`src/rtl/wave_renderer_if.sv`:
```
// wave_renderer_if: xvga timing inputs, scroll controls and rendered pixel/sync outputs.
// Latency: n/a (signal bundle only).
// Backpressure: none; one pixel per vclock in both directions.
interface wave_renderer_if;
   logic [10:0] hcount;
   logic [9:0]  vcount;
   logic        hsync;
   logic        vsync;
   logic        blank;
   logic [3:0]  speed;
   logic [1:0]  amp;
   logic [11:0] pixel;
   logic        phsync;
   logic        pvsync;
   logic        pblank;

   // Timing/control source side.
   modport master (
      output hcount, vcount, hsync, vsync, blank, speed, amp,
      input  pixel, phsync, pvsync, pblank
   );

   // Renderer side.
   modport slave (
      input  hcount, vcount, hsync, vsync, blank, speed, amp,
      output pixel, phsync, pvsync, pblank
   );
endinterface

```
`src/rtl/wave_renderer.sv`:
```
// wave_renderer: scrolling sine wave (sky/line/water) behind xvga; build macro WAVE_GRID_EN adds a sky grid.
// Latency: 3 vclock cycles for pixel, phsync, pvsync and pblank.
// Backpressure: none; a new pixel is accepted on every vclock.
module wave_renderer #(
   parameter int          BASELINE    = 384,
   parameter int          THICK       = 2,
   parameter logic [11:0] SKY_COLOR   = 12'h8CF,
   parameter logic [11:0] WAVE_COLOR  = 12'hFFF,
   parameter logic [11:0] WATER_COLOR = 12'h04A
) (
   input logic            vclock,
   input logic            reset,
   wave_renderer_if.slave bus
);

   localparam logic signed [10:0] BASE_S     = 11'(BASELINE);
   localparam logic signed [10:0] THICK_M1   = 11'(THICK - 1);
`ifdef WAVE_GRID_EN
   localparam logic [11:0]        GRID_COLOR = 12'h888;
`endif

   // Quarter-wave table: round(127*sin(pi*(2a+1)/256)), a = 0..63.
   function automatic logic [6:0] quarter_sine(input logic [5:0] a);
      logic [6:0] v;
      v = 7'd0;
      case (a)
         6'd0:  v = 7'd2;   6'd1:  v = 7'd5;   6'd2:  v = 7'd8;   6'd3:  v = 7'd11;
         6'd4:  v = 7'd14;  6'd5:  v = 7'd17;  6'd6:  v = 7'd20;  6'd7:  v = 7'd23;
         6'd8:  v = 7'd26;  6'd9:  v = 7'd29;  6'd10: v = 7'd32;  6'd11: v = 7'd35;
         6'd12: v = 7'd38;  6'd13: v = 7'd41;  6'd14: v = 7'd44;  6'd15: v = 7'd47;
         6'd16: v = 7'd50;  6'd17: v = 7'd53;  6'd18: v = 7'd56;  6'd19: v = 7'd58;
         6'd20: v = 7'd61;  6'd21: v = 7'd64;  6'd22: v = 7'd67;  6'd23: v = 7'd69;
         6'd24: v = 7'd72;  6'd25: v = 7'd74;  6'd26: v = 7'd77;  6'd27: v = 7'd79;
         6'd28: v = 7'd82;  6'd29: v = 7'd84;  6'd30: v = 7'd86;  6'd31: v = 7'd89;
         6'd32: v = 7'd91;  6'd33: v = 7'd93;  6'd34: v = 7'd95;  6'd35: v = 7'd97;
         6'd36: v = 7'd99;  6'd37: v = 7'd101; 6'd38: v = 7'd103; 6'd39: v = 7'd105;
         6'd40: v = 7'd106; 6'd41: v = 7'd108; 6'd42: v = 7'd110; 6'd43: v = 7'd111;
         6'd44: v = 7'd113; 6'd45: v = 7'd114; 6'd46: v = 7'd115; 6'd47: v = 7'd117;
         6'd48: v = 7'd118; 6'd49: v = 7'd119; 6'd50: v = 7'd120; 6'd51: v = 7'd121;
         6'd52: v = 7'd122; 6'd53: v = 7'd123; 6'd54: v = 7'd124; 6'd55: v = 7'd124;
         6'd56: v = 7'd125; 6'd57: v = 7'd125; 6'd58: v = 7'd126; 6'd59: v = 7'd126;
         default: v = 7'd127;
      endcase
      return v;
   endfunction

   // hcount >= 1024 only occurs during blanking, so the MSB is ignored.
   logic unused_hcount_msb;
   assign unused_hcount_msb = bus.hcount[10];

   logic [9:0] phase;
   logic       vsync_d;

   // Advance the scroll phase once per frame, on the vsync rising edge.
   always_ff @(posedge vclock or posedge reset) begin
      if (reset) begin
         phase   <= 10'd0;
         vsync_d <= 1'b0;
      end else begin
         vsync_d <= bus.vsync;
         if (bus.vsync && !vsync_d)
            phase <= phase + {6'd0, bus.speed};
      end
   end

   // The wave period is 256 columns, so only the low 8 bits of hcount+phase matter.
   logic [7:0] idx;
   assign idx = bus.hcount[7:0] + phase[7:0];

   logic [7:0] s1_idx;
   logic [9:0] s1_vcount;
   logic       s1_hsync, s1_vsync, s1_blank;
`ifdef WAVE_GRID_EN
   logic       s1_hzero, s2_hzero;
`endif

   // S1: register the wave index alongside the timing fields.
   always_ff @(posedge vclock or posedge reset) begin
      if (reset) begin
         s1_idx    <= 8'd0;
         s1_vcount <= 10'd0;
         s1_hsync  <= 1'b0;
         s1_vsync  <= 1'b0;
         s1_blank  <= 1'b1;
`ifdef WAVE_GRID_EN
         s1_hzero  <= 1'b0;
`endif
      end else begin
         s1_idx    <= idx;
         s1_vcount <= bus.vcount;
         s1_hsync  <= bus.hsync;
         s1_vsync  <= bus.vsync;
         s1_blank  <= bus.blank;
`ifdef WAVE_GRID_EN
         s1_hzero  <= (bus.hcount[5:0] == 6'd0);
`endif
      end
   end

   // Quadrant folding: odd quadrants mirror the address, upper half negates.
   logic [1:0]        quad;
   logic [5:0]        addr;
   logic [6:0]        mag;
   logic signed [7:0] s_raw, s_shifted;
   assign quad      = s1_idx[7:6];
   assign addr      = quad[0] ? ~s1_idx[5:0] : s1_idx[5:0];
   assign mag       = quarter_sine(addr);
   assign s_raw     = quad[1] ? -$signed({1'b0, mag}) : $signed({1'b0, mag});
   assign s_shifted = s_raw >>> bus.amp;

   logic signed [7:0] s2_s;
   logic [9:0]        s2_vcount;
   logic              s2_hsync, s2_vsync, s2_blank;

   // S2: register the attenuated sample with the delayed timing fields.
   always_ff @(posedge vclock or posedge reset) begin
      if (reset) begin
         s2_s      <= 8'sd0;
         s2_vcount <= 10'd0;
         s2_hsync  <= 1'b0;
         s2_vsync  <= 1'b0;
         s2_blank  <= 1'b1;
`ifdef WAVE_GRID_EN
         s2_hzero  <= 1'b0;
`endif
      end else begin
         s2_s      <= s_shifted;
         s2_vcount <= s1_vcount;
         s2_hsync  <= s1_hsync;
         s2_vsync  <= s1_vsync;
         s2_blank  <= s1_blank;
`ifdef WAVE_GRID_EN
         s2_hzero  <= s1_hzero;
`endif
      end
   end

   // Signed 11-bit line position; vcount is zero-extended so the compare is exact.
   logic signed [10:0] y_top, y_bot, v_s;
   assign y_top = BASE_S - {{3{s2_s[7]}}, s2_s};
   assign y_bot = y_top + THICK_M1;
   assign v_s   = $signed({1'b0, s2_vcount});

   logic [11:0] color;

   // S3 region select: blank, sky above the line, the line itself, water below.
   always_comb begin
      color = WATER_COLOR;
      if (s2_blank) begin
         color = 12'h000;
      end else if (v_s < y_top) begin
`ifdef WAVE_GRID_EN
         color = ((s2_vcount[5:0] == 6'd0) || s2_hzero) ? GRID_COLOR : SKY_COLOR;
`else
         color = SKY_COLOR;
`endif
      end else if (v_s <= y_bot) begin
         color = WAVE_COLOR;
      end
   end

   // S3: output registers, syncs and blank aligned with the pixel.
   always_ff @(posedge vclock or posedge reset) begin
      if (reset) begin
         bus.pixel  <= 12'h000;
         bus.phsync <= 1'b0;
         bus.pvsync <= 1'b0;
         bus.pblank <= 1'b1;
      end else begin
         bus.pixel  <= color;
         bus.phsync <= s2_hsync;
         bus.pvsync <= s2_vsync;
         bus.pblank <= s2_blank;
      end
   end

endmodule

```
`src/flat_wrapper.sv`:
```
// flat-port wrapper written by rule: the top's interface ports become plain ports
module wave_renderer_flat 
#(
   parameter int          BASELINE    = 384,
   parameter int          THICK       = 2,
   parameter logic [11:0] SKY_COLOR   = 12'h8CF,
   parameter logic [11:0] WAVE_COLOR  = 12'hFFF,
   parameter logic [11:0] WATER_COLOR = 12'h04A
)
  (vclock, reset, bus_hcount, bus_vcount, bus_hsync, bus_vsync, bus_blank, bus_speed, bus_amp, bus_pixel, bus_phsync, bus_pvsync, bus_pblank);
  wave_renderer_if bus_i ();
  input logic vclock;
  input logic reset;
  input wire logic [$bits(bus_i.hcount)-1:0] bus_hcount;
  input wire logic [$bits(bus_i.vcount)-1:0] bus_vcount;
  input wire logic [$bits(bus_i.hsync)-1:0] bus_hsync;
  input wire logic [$bits(bus_i.vsync)-1:0] bus_vsync;
  input wire logic [$bits(bus_i.blank)-1:0] bus_blank;
  input wire logic [$bits(bus_i.speed)-1:0] bus_speed;
  input wire logic [$bits(bus_i.amp)-1:0] bus_amp;
  output wire logic [$bits(bus_i.pixel)-1:0] bus_pixel;
  output wire logic [$bits(bus_i.phsync)-1:0] bus_phsync;
  output wire logic [$bits(bus_i.pvsync)-1:0] bus_pvsync;
  output wire logic [$bits(bus_i.pblank)-1:0] bus_pblank;
  assign bus_i.hcount = bus_hcount;
  assign bus_i.vcount = bus_vcount;
  assign bus_i.hsync = bus_hsync;
  assign bus_i.vsync = bus_vsync;
  assign bus_i.blank = bus_blank;
  assign bus_i.speed = bus_speed;
  assign bus_i.amp = bus_amp;
  assign bus_pixel = bus_i.pixel;
  assign bus_phsync = bus_i.phsync;
  assign bus_pvsync = bus_i.pvsync;
  assign bus_pblank = bus_i.pblank;
  wave_renderer #(.BASELINE(BASELINE), .THICK(THICK), .SKY_COLOR(SKY_COLOR), .WAVE_COLOR(WAVE_COLOR), .WATER_COLOR(WATER_COLOR)) u_core (.vclock(vclock), .reset(reset), .bus(bus_i));
endmodule
```
`config.mk`:
```
export PLATFORM = sky130hd
export DESIGN_NAME = wave_renderer_flat
export DESIGN_NICKNAME = d
export VERILOG_FILES = /design/src/rtl/wave_renderer_if.sv /design/src/rtl/wave_renderer.sv /design/src/flat_wrapper.sv
export SDC_FILE = /design/constraint.sdc
export NUM_CORES = 1
export LEC_CHECK = 0
export CORE_MARGIN = 4
export CORE_UTILIZATION = 45
export CTS_BUF_LIST = sky130_fd_sc_hd__clkbuf_8
export DETAILED_ROUTE_END_ITERATION = 6
export PLACE_DENSITY = 0.68
export SETUP_SLACK_MARGIN = 0.1
export SYNTH_ARGS = -nofsm -noshare
export SYNTH_HDL_FRONTEND = slang
export SYNTH_SLANG_ARGS = --single-unit
```
`constraint.sdc`:
```
create_clock -name vclock -period 3.8 [get_ports vclock]
set_input_delay 0.57 -clock vclock [delete_from_list [all_inputs] [get_ports vclock]]
set_output_delay 0.57 -clock vclock [all_outputs]
set_load 0.1 [all_outputs]
```
==> impl_metrics.prom, run 1 <==
# TYPE chip_impl_metric gauge
chip_impl_metric{name="track_usage",unit="%"} 16.4
chip_impl_info{name="worstHoldPathType",value="flop to flop"} 1
chip_impl_metric{name="dieWidth",unit="µm"} 107
chip_impl_metric{name="initial_core_utilization",unit="%"} 47.1
chip_impl_metric{name="synthAdderAreaFrac",unit="%"} 11.6
chip_impl_metric{name="core_area",unit="mm²"} 0.00942
chip_impl_metric{name="final_area",unit="mm²"} 0.00498
chip_impl_metric{name="path_clk_slew",unit="ns"} 0.10
chip_impl_info{name="worst_path_max_delay_cell",value="sky130_fd_sc_hd__or4b_4"} 1
chip_impl_info{name="min_from",value="u_core.s1_vcount[5]$_DFF_PP0_"} 1
chip_impl_metric{name="antenna_left",unit=""} 0
chip_impl_info{name="r2r-end",value="u_core.s2_s[4]$_DFF_PP0_"} 1
chip_impl_metric{name="tightestPinTransition",unit="ns"} 1.09
chip_impl_metric{name="drt-wirelength-per-cell",unit="µm"} 14.6
chip_impl_metric{name="critPathBufInv",unit=""} 2
chip_impl_info{name="layout.cells.most_common_list",value="sky130_fd_sc_hd__dfrtp_1 (52), sky130_fd_sc_hd__clkdlybuf4s50_1 (43), sky130_fd_sc_hd__ha_1 (37)"} 1
chip_impl_metric{name="viasPerCell",unit=""} 5.63
chip_impl_info{name="timing_worst_setup_path_type",value="flop to flop"} 1
chip_impl_info{name="status",value="finished clean"} 1
chip_impl_metric{name="rr_worst_depth",unit=""} 13
chip_impl_metric{name="core.rowCount",unit=""} 35
chip_impl_metric{name="min_period",unit="ns"} 3.54
chip_impl_metric{name="max-slew-margin-rel",unit="%"} 27.0
chip_impl_info{name="crit-reg2reg-launch",value="u_core.s1_idx[6]$_DFF_PP0_"} 1
chip_impl_metric{name="grt_max_degree",unit=""} 57
chip_impl_metric{name="syn-mean-instance-area",unit="µm²"} 9.42
chip_impl_metric{name="boundaryPins",unit=""} 47
chip_impl_metric{name="clk_latency",unit="ns"} 0.31
chip_impl_metric{name="reg2reg_slack",unit="ns"} 0.26
chip_impl_metric{name="io_buffers",unit=""} 43
chip_impl_metric{name="post-dp-hpwl",unit="mm"} 7.02
chip_impl_metric{name="synth_edf_count",unit=""} 0
chip_impl_metric{name="proportion_of_synthesized_area_in_mux_cells",unit="%"} 3.58
chip_impl_info{name="critical_path.cell_chain",value="xor2_2 > inv_1 > ha_1 > nand2_1 > nand3_1 > a41oi_1 > o221ai_2 > inv_1 > ha_1 > or4b_4 > mux2_2 > or4_1 > o211a_1"} 1
chip_impl_metric{name="area_share_of_and_or_nand_nor_cells_after_synthesis",unit="%"} 15.7
chip_impl_metric{name="report.final.setup_viol",unit=""} 0
chip_impl_metric{name="timing.final.hold_violations",unit=""} 0
chip_impl_info{name="synth_top_flop_cell",value="sky130_fd_sc_hd__dfrtp_1"} 1
chip_impl_metric{name="tritoncts.num_buffers",unit=""} 5
chip_impl_metric{name="max_stage_delay_on_crit_path",unit="ns"} 0.49
chip_impl_info{name="crit_start",value="u_core.s1_idx[6]$_DFF_PP0_"} 1
chip_impl_metric{name="synth_xor_area_share",unit="%"} 6.71
chip_impl_metric{name="syn-num-nets",unit=""} 543
chip_impl_metric{name="syn_inst",unit=""} 471
chip_impl_metric{name="synthArstFlopShare",unit="%"} 100
chip_impl_info{name="start_kind",value="flop"} 1
chip_impl_metric{name="post_synth_num_cell_types",unit=""} 79
chip_impl_metric{name="critPathArrivalTime",unit="ns"} 3.75
chip_impl_metric{name="detail_route.wirelength",unit="mm"} 9.20
chip_impl_metric{name="cp.required",unit="ns"} 4.01
chip_impl_metric{name="ctsHoldBuffers",unit=""} 0
chip_impl_info{name="timing.hold.worst_endpoint",value="u_core.s2_vcount[5]$_DFF_PP0_"} 1
chip_impl_metric{name="pre_cts_slack",unit="ns"} 0.149
chip_impl_metric{name="grt-ovfl-total",unit=""} 0
chip_impl_metric{name="cap_violations",unit=""} 0
chip_impl_metric{name="report.final.slew_viol_count",unit=""} 0
chip_impl_metric{name="worst_hold_path.num_cells",unit=""} 0
chip_impl_metric{name="timing.clock.skew",unit="ns"} 0.00611
chip_impl_info{name="cts_tree",value="built"} 1
chip_impl_metric{name="cts.sink_count",unit=""} 56
chip_impl_metric{name="synthesis.yosys.warnings",unit=""} 0
chip_impl_metric{name="antenna_found_initial",unit=""} 0
chip_impl_metric{name="ys_seq_elements",unit=""} 56
chip_impl_info{name="mostFrequentLayoutCell",value="sky130_fd_sc_hd__dfrtp_1"} 1
chip_impl_info{name="clockRootBuffer",value="sky130_fd_sc_hd__clkbuf_8"} 1
chip_impl_metric{name="htreeDepth",unit=""} 2
chip_impl_metric{name="synthToLayoutAreaGrowth",unit="%"} 12.4
chip_impl_metric{name="nNetsFinal",unit=""} 570
chip_impl_metric{name="number_of_global_route_vias_before_repair",unit=""} 3366
chip_impl_metric{name="grt_pass1_wl",unit="mm"} 15.7
chip_impl_info{name="combinational_family_with_the_most_area_after_synthesis",value="compound AO/OA/AOI/OAI gates"} 1
chip_impl_metric{name="fin_crit_sh",unit="%"} 93.2
chip_impl_metric{name="dr_total_vias",unit=""} 3536
chip_impl_metric{name="placed_cell_area",unit="mm²"} 0.00488
chip_impl_info{name="worst_setup_path_end_kind",value="flop"} 1
chip_impl_metric{name="clockBufferDepth",unit=""} 2
chip_impl_metric{name="drive_gt1_share",unit="%"} 11.0
chip_impl_info{name="grt_setup_unrepaired",value="no"} 1
chip_impl_metric{name="max_freq",unit="GHz"} 0.283
chip_impl_metric{name="crit_path_max_fanout",unit=""} 8
chip_impl_metric{name="drt_iter0_drc",unit=""} 315
chip_impl_metric{name="synth_compound_area_share",unit="%"} 21.3
chip_impl_metric{name="finalHoldWorstSlack",unit="ns"} 0.354
chip_impl_metric{name="die_h",unit="µm"} 107
chip_impl_metric{name="tns",unit="ns"} 0
chip_impl_metric{name="die-area",unit="mm²"} 0.0115
chip_impl_info{name="critPathTopFamily",value="simple AND/OR/NAND/NOR gates"} 1
chip_impl_metric{name="router_iterations_before_antenna_repair",unit=""} 5
chip_impl_metric{name="drcViolationCount",unit=""} 0
chip_impl_metric{name="netlist_area",unit="mm²"} 0.00444
chip_impl_metric{name="finalWeightedCongestion",unit=""} 0.885
chip_impl_metric{name="layout_setup_ws",unit="ns"} 0.260
chip_impl_metric{name="seq_area_frac_synth",unit="%"} 31.7
chip_impl_metric{name="antenna_cells",unit=""} 0
==> repair_timing <==
| item | 4_1_cts | 5_1_grt |
|---|---|---|
| resized for setup | 0 | 4 |
| endpoints found under the setup margin | 0 | 3 |
| setup buffers | 0 | 0 |
==> flip-flops by register name, indices dropped and copies added, names as in the netlist <==
register           flops
u_core.bus.pvsync      1
u_core.s1_hsync        1
u_core.s1_vcount      10
u_core.s2_vcount      10
u_core.s2_hsync        1
u_core.s1_idx          8
u_core.s1_blank        1
u_core.phase           8
u_core.s2_s            8
u_core.vsync_d         1
u_core.bus.phsync      1
u_core.s2_vsync        1
u_core.bus.pblank      1
u_core.s2_blank        1
u_core.bus.pixel       3
==> logic make-up (layout without fill, tap and decap cells) <==
family | count (synthesis) | in the layout
AOI/OAI and AO/OA | 133 | 133
and+or+nand+nor | 121 | 121
buffers and inverters | 72 | 100
DFF | 56 | 56
adders and majority gates | 40 | 40
xor gates and xnor gates | 34 | 34
muxes | 15 | 15
==> worst max-delay path by stage <==
stage	to	slack, ns	cells past startpoint
6_report	u_core.s2_s[4]$_DFF_PP0_	0.26	13
5_1_grt	u_core.s2_s[4]$_DFF_PP0_	0.11	13
4_1_cts	u_core.s2_s[4]$_DFF_PP0_	0.15	11
3_5_place_dp	u_core.s2_s[4]$_DFF_PP0_	0.15	11
3_3_place_gp	u_core.s2_s[1]$_DFF_PP0_	0.28	11
2_1_floorplan	u_core.s2_s[4]$_DFF_PP0_	0.11	16
==> routing by layer <==
| layer | track usage [%] | share of wire, % | up-vias |
|---|---|---|---|
| li1 | - | - | 1737 |
| met1 | 22.7 | 46 | 1687 |
| met3 | 2.64 | 5.3 | 13 |
| met2 | 27.3 | 48 | 99 |
| met5 | 0 | 0 | - |
| met4 | 2.83 | 0.80 | 0 |
==> synth_stat cells, types with 9 or more instances <==
cell type	instances	area [µm²]
sky130_fd_sc_hd__a21oi_1	24	120
sky130_fd_sc_hd__buf_4	13	97.6
sky130_fd_sc_hd__clkbuf_1	9	33.8
sky130_fd_sc_hd__dfrtp_1	53	1330
sky130_fd_sc_hd__ha_1	38	475
sky130_fd_sc_hd__inv_1	33	124
sky130_fd_sc_hd__nand2_1	21	78.8
sky130_fd_sc_hd__nand3_1	9	45.0
sky130_fd_sc_hd__nor2_1	19	71.3
sky130_fd_sc_hd__nor2b_1	10	62.6
sky130_fd_sc_hd__o21a_1	10	75.1
sky130_fd_sc_hd__o21ai_0	18	90.1
sky130_fd_sc_hd__xnor2_1	20	175
sky130_fd_sc_hd__xor2_1	14	123
==> cell type report <==
cell class / instances / area, µm²
Timing Repair Buffer: 58 / 556
Inverter: 34 / 128
Tap cell: 129 / 161
Fill cell: 857 / 4430
Clock buffer: 5 / 68.8
Sequential cell: 56 / 1410
Multi-Input combinational cell: 343 / 2640
Clock inverter: 3 / 26.3
==> per-stage QoR <==
step | instances | util [%]
detailed placement | 620 | 51.8
global route | 628 | 52.9
CTS | 628 | 52.8
global placement | 620 | 51.8
finish | 628 | 52.9
floorplan | 471 | -
Power of run 1 is left out: the tool's default activity adds up to more than one toggle a clock period on the data nets, which glitch-free logic cannot reach.
==> run 2: changes to the inputs <==
--- a/config.mk
+++ b/config.mk
@@ -7,2 +7,3 @@
 export LEC_CHECK = 0
+export CAP_MARGIN = 20
 export CORE_MARGIN = 4
@@ -11,3 +12,3 @@
 export DETAILED_ROUTE_END_ITERATION = 6
-export PLACE_DENSITY = 0.68
+export PLACE_DENSITY = 0.66
 export SETUP_SLACK_MARGIN = 0.1
==> constraint.sdc (replaced) <==
create_clock -name vclock -period 3.99 [get_ports vclock]
set_input_delay 0.5985 -clock vclock [delete_from_list [all_inputs] [get_ports vclock]]
set_output_delay 0.5985 -clock vclock [all_outputs]
set_load 0.02 [all_outputs]
==> run 2 against run 1 <==
Net effect: clock skew is 0.0045 ns higher; critical endpoint unchanged; register-to-register slack better by 0.12 ns; largest cell class unchanged; global-route usage is 0.070 points lower; maximum frequency is 2.0% lower; flip-flop and latch count stayed put; die area stayed put; first-iteration DRC count is 64% lower; sequential share of layout area is 0.28 points higher; core utilization is 0.57 points lower; non-clock buffer count is 3 lower; clock-buffer cell count stayed put.
==> impl_metrics.prom, run 2 (synthesis gave the netlist of run 1 again) <==
# TYPE chip_impl_metric gauge
chip_impl_metric{name="die-area",unit="mm²"} 0.0115
chip_impl_metric{name="cap_violations",unit=""} 0
chip_impl_metric{name="boundaryPins",unit=""} 47
chip_impl_metric{name="report.final.setup_viol",unit=""} 0
chip_impl_metric{name="fin_crit_sh",unit="%"} 90.5
chip_impl_metric{name="cp.required",unit="ns"} 4.20
chip_impl_metric{name="io_buffers",unit=""} 43
chip_impl_metric{name="clockBufferDepth",unit=""} 2
chip_impl_metric{name="max_freq",unit="GHz"} 0.277
chip_impl_metric{name="drive_gt1_share",unit="%"} 9.48
chip_impl_metric{name="critPathArrivalTime",unit="ns"} 3.82
chip_impl_info{name="timing.hold.worst_endpoint",value="u_core.s2_vcount[1]$_DFF_PP0_"} 1
chip_impl_metric{name="rr_worst_depth",unit=""} 13
chip_impl_metric{name="clk_latency",unit="ns"} 0.31
chip_impl_metric{name="tritoncts.num_buffers",unit=""} 5
chip_impl_metric{name="grt_pass1_wl",unit="mm"} 15.5
chip_impl_info{name="min_from",value="u_core.s1_vcount[1]$_DFF_PP0_"} 1
chip_impl_metric{name="min_period",unit="ns"} 3.61
chip_impl_metric{name="antenna_left",unit=""} 0
chip_impl_metric{name="drt-wirelength-per-cell",unit="µm"} 14.5
chip_impl_metric{name="synthToLayoutAreaGrowth",unit="%"} 11.2
chip_impl_info{name="timing_worst_setup_path_type",value="flop to flop"} 1
chip_impl_info{name="start_kind",value="flop"} 1
chip_impl_metric{name="dieWidth",unit="µm"} 107
chip_impl_metric{name="track_usage",unit="%"} 16.3
chip_impl_metric{name="path_clk_slew",unit="ns"} 0.09
chip_impl_metric{name="router_iterations_before_antenna_repair",unit=""} 4
chip_impl_metric{name="drcViolationCount",unit=""} 0
chip_impl_metric{name="cts.sink_count",unit=""} 56
chip_impl_metric{name="dr_total_vias",unit=""} 3522
chip_impl_metric{name="number_of_global_route_vias_before_repair",unit=""} 3335
chip_impl_metric{name="n_fill_cell",unit=""} 887
chip_impl_metric{name="initial_core_utilization",unit="%"} 47.1
chip_impl_info{name="worstHoldPathType",value="flop to flop"} 1
chip_impl_metric{name="multiInputGateArea",unit="mm²"} 0.00263
chip_impl_metric{name="timing.final.hold_violations",unit=""} 0
chip_impl_metric{name="viasPerCell",unit=""} 5.64
chip_impl_metric{name="nNetsFinal",unit=""} 567
chip_impl_info{name="biggestRegsByFlops",value="u_core.s1_vcount: 10 flops, u_core.s2_vcount: 10 flops"} 1
chip_impl_info{name="worst_setup_path_end_kind",value="flop"} 1
chip_impl_metric{name="timing.clock.skew",unit="ns"} 0.0106
chip_impl_info{name="crit-reg2reg-launch",value="u_core.s1_idx[6]$_DFF_PP0_"} 1
chip_impl_metric{name="regArea",unit="mm²"} 0.00141
chip_impl_metric{name="antenna_found_initial",unit=""} 0
chip_impl_metric{name="core.rowCount",unit=""} 35
chip_impl_metric{name="crit_path_max_fanout",unit=""} 8
chip_impl_info{name="layout.cells.most_common_list",value="sky130_fd_sc_hd__dfrtp_1 (53), sky130_fd_sc_hd__clkdlybuf4s50_1 (43), sky130_fd_sc_hd__ha_1 (37)"} 1
chip_impl_info{name="status",value="finished clean"} 1
chip_impl_metric{name="htreeDepth",unit=""} 2
chip_impl_metric{name="vdd_ir_drop_max",unit="V"} 0.000414
chip_impl_info{name="worst_path_max_delay_cell",value="sky130_fd_sc_hd__or4_1"} 1
chip_impl_metric{name="final_util",unit="%"} 52.4
chip_impl_info{name="clockRootBuffer",value="sky130_fd_sc_hd__clkbuf_8"} 1
chip_impl_info{name="grt_setup_unrepaired",value="no"} 1
chip_impl_metric{name="core_area",unit="mm²"} 0.00942
chip_impl_metric{name="reg2reg_slack",unit="ns"} 0.38
chip_impl_metric{name="drt_iter0_drc",unit=""} 112
chip_impl_metric{name="finalWeightedCongestion",unit=""} 0.881
chip_impl_info{name="r2r-end",value="u_core.s2_s[4]$_DFF_PP0_"} 1
chip_impl_info{name="cts_tree",value="built"} 1
chip_impl_metric{name="max_stage_delay_on_crit_path",unit="ns"} 0.47
chip_impl_metric{name="postCtsSetupRepairBufs",unit=""} 0
chip_impl_info{name="path_common_cell",value="sky130_fd_sc_hd__inv_1"} 1
chip_impl_info{name="critical_path.cell_chain",value="xor2_2 > inv_1 > ha_1 > inv_1 > mux2i_1 > a311o_1 > o221ai_2 > inv_1 > ha_1 > or4b_1 > mux2_2 > or4_1 > o211a_1"} 1
chip_impl_info{name="critPathTopFamily",value="simple AND/OR/NAND/NOR gates"} 1
chip_impl_metric{name="max-slew-margin-rel",unit="%"} 45.5
chip_impl_metric{name="post_layout_nonfiller_instances",unit=""} 625
chip_impl_metric{name="tightestPinTransition",unit="ns"} 0.818
chip_impl_metric{name="power_per_cell_area",unit="mW/mm²"} 901
chip_impl_metric{name="static-leakage-power",unit="nW"} 2.13
chip_impl_metric{name="post-dp-hpwl",unit="mm"} 6.87
chip_impl_metric{name="report.final.slew_viol_count",unit=""} 0
chip_impl_metric{name="critPathBufInv",unit=""} 3
chip_impl_metric{name="antenna_cells",unit=""} 0
chip_impl_metric{name="grt_max_degree",unit=""} 33
chip_impl_metric{name="finalHoldWorstSlack",unit="ns"} 0.354
chip_impl_metric{name="die_h",unit="µm"} 107
chip_impl_info{name="mostFrequentLayoutCell",value="sky130_fd_sc_hd__dfrtp_1"} 1
chip_impl_metric{name="detail_route.wirelength",unit="mm"} 9.03
chip_impl_metric{name="tns",unit="ns"} 0
chip_impl_metric{name="worst_hold_path.num_cells",unit=""} 0
chip_impl_metric{name="grt-ovfl-total",unit=""} 0
chip_impl_metric{name="post-place-cells",unit=""} 617
run 2: final cells by class:
class / instances / share of cell area (%)
Inverter: 34 / 2.59
Multi-Input combinational cell: 343 / 53.3
Timing Repair Buffer: 55 / 10.6
Clock inverter: 3 / 0.406
Tap cell: 129 / 3.27
Sequential cell: 56 / 28.5
Clock buffer: 5 / 1.40
run 2: worst reg2reg max path: stages (launching register included):
cell and delay, ns:
sky130_fd_sc_hd__dfrtp_1 0.44, sky130_fd_sc_hd__xor2_2 0.24, sky130_fd_sc_hd__inv_1 0.09, sky130_fd_sc_hd__ha_1 0.29, sky130_fd_sc_hd__inv_1 0.20, sky130_fd_sc_hd__mux2i_1 0.11
sky130_fd_sc_hd__a311o_1 0.37, sky130_fd_sc_hd__o221ai_2 0.23, sky130_fd_sc_hd__inv_1 0.07, sky130_fd_sc_hd__ha_1 0.19, sky130_fd_sc_hd__or4b_1 0.28, sky130_fd_sc_hd__mux2_2 0.39
sky130_fd_sc_hd__or4_1 0.47, sky130_fd_sc_hd__o211a_1 0.13
run 2: metal layers:
| metal | wire length [µm] | part of all wire, % | global-route usage (%) |
|---|---|---|---|
| met5 | 0 | 0 | 0 |
| met3 | 419 | 4.6 | 2.46 |
| met2 | 4380 | 48 | 26.9 |
| met4 | 165 | 1.8 | 5.66 |
| met1 | 4070 | 45 | 21.9 |
run 2: what timing repair did:
| action | 4_1_cts | 5_1_grt |
|---|---|---|
| resized for setup | 0 | 3 |
| endpoints found under the setup margin | 0 | 3 |
| hold buffers | 0 | 0 |
run 2: where the power goes:
| part | switching [W] | internal [W] | total (W) | leakage (nW) |
|---|---|---|---|---|
| sequential | 0.000249 | 0.000715 | 0.000965 | 0.658 |
| clock | 0.000180 | 0.000123 | 0.000303 | 0.0455 |
| combinational | 0.00174 | 0.00143 | 0.00317 | 1.42 |
| total | 0.00217 | 0.00227 | 0.00444 | 2.13 |
run 2: how the worst max path moves through the flow:
stage	from	endpoint	slack, ns	cells past startpoint
after CTS	u_core.s1_idx[6]$_DFF_PP0_	u_core.s2_s[4]$_DFF_PP0_	0.32	10
after floorplan	u_core.s1_idx[6]$_DFF_PP0_	u_core.s2_s[4]$_DFF_PP0_	0.22	17
after global routing	u_core.s1_idx[6]$_DFF_PP0_	u_core.s2_s[4]$_DFF_PP0_	0.13	12
after detailed placement	u_core.s1_idx[6]$_DFF_PP0_	u_core.s2_s[4]$_DFF_PP0_	0.33	10
after global placement	u_core.s1_idx[6]$_DFF_PP0_	u_core.s2_s[1]$_DFF_PP0_	0.44	13
final	u_core.s1_idx[6]$_DFF_PP0_	u_core.s2_s[4]$_DFF_PP0_	0.38	13
run 2: through the flow:
stage	setup WS (ns)	total power (W)	instance area, µm²
after detailed placement	0.325	0.00407	4830
after floorplan	0.222	0.00355	4440
after CTS	0.318	0.00441	4910
after global placement	0.435	0.00400	4830
final	0.378	0.00444	4930
after global routing	0.130	0.00490	4930
No activity file was read; power rests on OpenSTA's default activity.
==> run 3: changes to the inputs <==
- CTS_CLUSTER_DIAMETER: unset -> 50
- clock period: 3.99 -> 4.7 ns (I/O delays scaled with it)
==> run 3 against run 2 <==
Net effect: first-iteration DRC count increased by 96%; critical path depth decreased by 3; via count decreased by 2.0%; non-clock buffer count decreased by 6; routed wire length increased by 2.2%; register-to-register slack improved by 0.47 ns; worst setup slack improved by 0.47 ns; hold slack got worse by 0.00065 ns; clock-buffer cell count unchanged; cell area decreased by 1.2%; total power decreased by 16%; global-route usage about the same.
==> impl_metrics.prom, run 3 (synthesis gave the netlist of run 1 again) <==
# TYPE chip_impl_metric gauge
chip_impl_info{name="status",value="finished clean"} 1
chip_impl_info{name="path_common_cell",value="sky130_fd_sc_hd__inv_1"} 1
chip_impl_metric{name="ctsHoldBuffers",unit=""} 0
chip_impl_metric{name="finalWeightedCongestion",unit=""} 0.900
chip_impl_metric{name="max_stage_delay_on_crit_path",unit="ns"} 1.04
chip_impl_metric{name="final_area",unit="mm²"} 0.00487
chip_impl_metric{name="initial_core_utilization",unit="%"} 47.1
chip_impl_metric{name="grt_max_degree",unit=""} 37
chip_impl_info{name="timing_worst_setup_path_type",value="flop to flop"} 1
chip_impl_metric{name="dieWidth",unit="µm"} 107
chip_impl_metric{name="min_period",unit="ns"} 3.85
chip_impl_metric{name="timing.final.hold_violations",unit=""} 0
chip_impl_info{name="worst_path_max_delay_cell",value="sky130_fd_sc_hd__dfrtp_1"} 1
chip_impl_metric{name="max-slew-margin-rel",unit="%"} 30.8
chip_impl_info{name="start_kind",value="flop"} 1
chip_impl_metric{name="postCtsSetupRepairBufs",unit=""} 0
chip_impl_metric{name="antenna_left",unit=""} 0
chip_impl_metric{name="grt-ovfl-total",unit=""} 0
chip_impl_metric{name="io_buffers",unit=""} 43
chip_impl_metric{name="vdd_ir_drop_max",unit="V"} 0.000294
chip_impl_metric{name="die-area",unit="mm²"} 0.0115
chip_impl_metric{name="critPathBufInv",unit=""} 2
chip_impl_metric{name="drive_gt1_share",unit="%"} 7.96
chip_impl_metric{name="drcViolationCount",unit=""} 0
chip_impl_metric{name="static-leakage-power",unit="nW"} 2.10
chip_impl_metric{name="htreeDepth",unit=""} 2
chip_impl_metric{name="drt_iter0_drc",unit=""} 220
chip_impl_info{name="critPathTopFamily",value="flip-flops"} 1
chip_impl_metric{name="viasPerCell",unit=""} 5.58
chip_impl_metric{name="number_of_global_route_vias_before_repair",unit=""} 3328
chip_impl_metric{name="boundaryPins",unit=""} 47
chip_impl_metric{name="timing.clock.skew",unit="ns"} 0.00483
chip_impl_info{name="layout.cells.most_common_list",value="sky130_fd_sc_hd__dfrtp_1 (53), sky130_fd_sc_hd__clkdlybuf4s50_1 (43), sky130_fd_sc_hd__ha_1 (38)"} 1
chip_impl_metric{name="crit_path_max_fanout",unit=""} 35
chip_impl_metric{name="antenna_found_initial",unit=""} 0
chip_impl_metric{name="core.rowCount",unit=""} 35
chip_impl_info{name="clockRootBuffer",value="sky130_fd_sc_hd__clkbuf_8"} 1
chip_impl_metric{name="clk_latency",unit="ns"} 0.31
chip_impl_metric{name="track_usage",unit="%"} 16.3
chip_impl_info{name="cts_tree",value="built"} 1
chip_impl_metric{name="cts.sink_count",unit=""} 56
chip_impl_metric{name="clockBufferDepth",unit=""} 2
chip_impl_metric{name="antenna_cells",unit=""} 0
chip_impl_metric{name="detail_route.wirelength",unit="mm"} 9.23
chip_impl_metric{name="tightestPinTransition",unit="ns"} 1.04
chip_impl_metric{name="synthToLayoutAreaGrowth",unit="%"} 9.84
chip_impl_metric{name="cp.required",unit="ns"} 4.90
chip_impl_metric{name="fin_crit_sh",unit="%"} 81.9
chip_impl_info{name="mostFrequentLayoutCell",value="sky130_fd_sc_hd__dfrtp_1"} 1
chip_impl_metric{name="report.final.setup_viol",unit=""} 0
chip_impl_metric{name="grt_pass1_wl",unit="mm"} 15.6
chip_impl_metric{name="dr_total_vias",unit=""} 3453
chip_impl_info{name="grt_setup_unrepaired",value="no"} 1
chip_impl_metric{name="router_iterations_before_antenna_repair",unit=""} 5
chip_impl_metric{name="tritoncts.num_buffers",unit=""} 5
chip_impl_metric{name="path_clk_slew",unit="ns"} 0.10
chip_impl_metric{name="cap_violations",unit=""} 0
chip_impl_metric{name="postCtsResizedCells",unit=""} 0
chip_impl_info{name="critical_path.cell_chain",value="inv_1 > mux2i_1 > a311o_1 > o221ai_2 > inv_1 > ha_1 > or4b_1 > mux2_2 > or4_1 > o211a_1"} 1
chip_impl_metric{name="critPathArrivalTime",unit="ns"} 4.05
chip_impl_info{name="worst_setup_path_end_kind",value="flop"} 1
chip_impl_metric{name="nNetsFinal",unit=""} 561
chip_impl_metric{name="report.final.slew_viol_count",unit=""} 0
chip_impl_metric{name="die_h",unit="µm"} 107
chip_impl_metric{name="placed_cell_area",unit="mm²"} 0.00478
chip_impl_metric{name="core_area",unit="mm²"} 0.00942
chip_impl_metric{name="power_per_cell_area",unit="mW/mm²"} 766
chip_impl_metric{name="max_freq",unit="GHz"} 0.260
chip_impl_metric{name="tns",unit="ns"} 0
chip_impl_metric{name="drt-wirelength-per-cell",unit="µm"} 14.9
chip_impl_info{name="biggestRegsByFlops",value="u_core.s1_vcount: 10 flops, u_core.s2_vcount: 10 flops"} 1
chip_impl_metric{name="post-dp-hpwl",unit="mm"} 6.88
chip_impl_info{name="worstHoldPathType",value="flop to flop"} 1
[run 3: worst paths after layout]
kind	from	to	slack, ns	cells after the start
setup reg to reg	u_core.s1_idx[3]$_DFF_PP0_	u_core.s2_s[4]$_DFF_PP0_	0.85	10
min in group asynchronous	reset	u_core.phase[2]$_DFFE_PP0P_	0.71	2
max in group asynchronous	reset	u_core.s2_blank$_DFF_PP1_	3.17	3
hold / removal	u_core.s1_vcount[9]$_DFF_PP0_	u_core.s2_vcount[9]$_DFF_PP0_	0.35	0
hold reg to reg	u_core.s1_vcount[9]$_DFF_PP0_	u_core.s2_vcount[9]$_DFF_PP0_	0.35	0
setup / recovery	u_core.s1_idx[3]$_DFF_PP0_	u_core.s2_s[4]$_DFF_PP0_	0.85	10
[run 3: cell type report]
cell class	count	area, µm²
Multi-Input combinational cell	343	2610
Timing Repair Buffer	49	475
Inverter	34	128
Clock inverter	3	22.5
Fill cell	878	4540
Tap cell	129	161
Sequential cell	56	1410
Clock buffer	5	68.8
[run 3: power by group]
part	switching, W	leakage [nW]	internal (W)	total (W)
clock network	0.000161	0.0485	0.000107	0.000268
registers	0.000240	0.658	0.000606	0.000847
logic	0.00145	1.39	0.00117	0.00262
total	0.00185	2.10	0.00188	0.00373
[run 3: metal layers]
layer	share of wire, %	vias to the layer above	global-route usage, %	wire, µm
met4	1.2	0	3.56	107
met5	0	-	0	0
met1	45	1604	21.8	4150
li1	-	1730	-	-
met2	48	103	27.7	4450
met3	5.7	16	2.58	527
[run 3: per-stage QoR]
step                power, W  utilization, %  cells  hold slack (ns)  setup slack [ns]
floorplan            0.00301               -    471            0.331             0.932
global placement     0.00337            50.8    611            0.333             0.981
detailed placement   0.00344            50.8    611            0.335             0.918
CTS                  0.00373            51.7    619            0.355             0.888
global route         0.00411            51.7    619            0.353             0.633
finish               0.00373            51.7    619            0.353             0.850
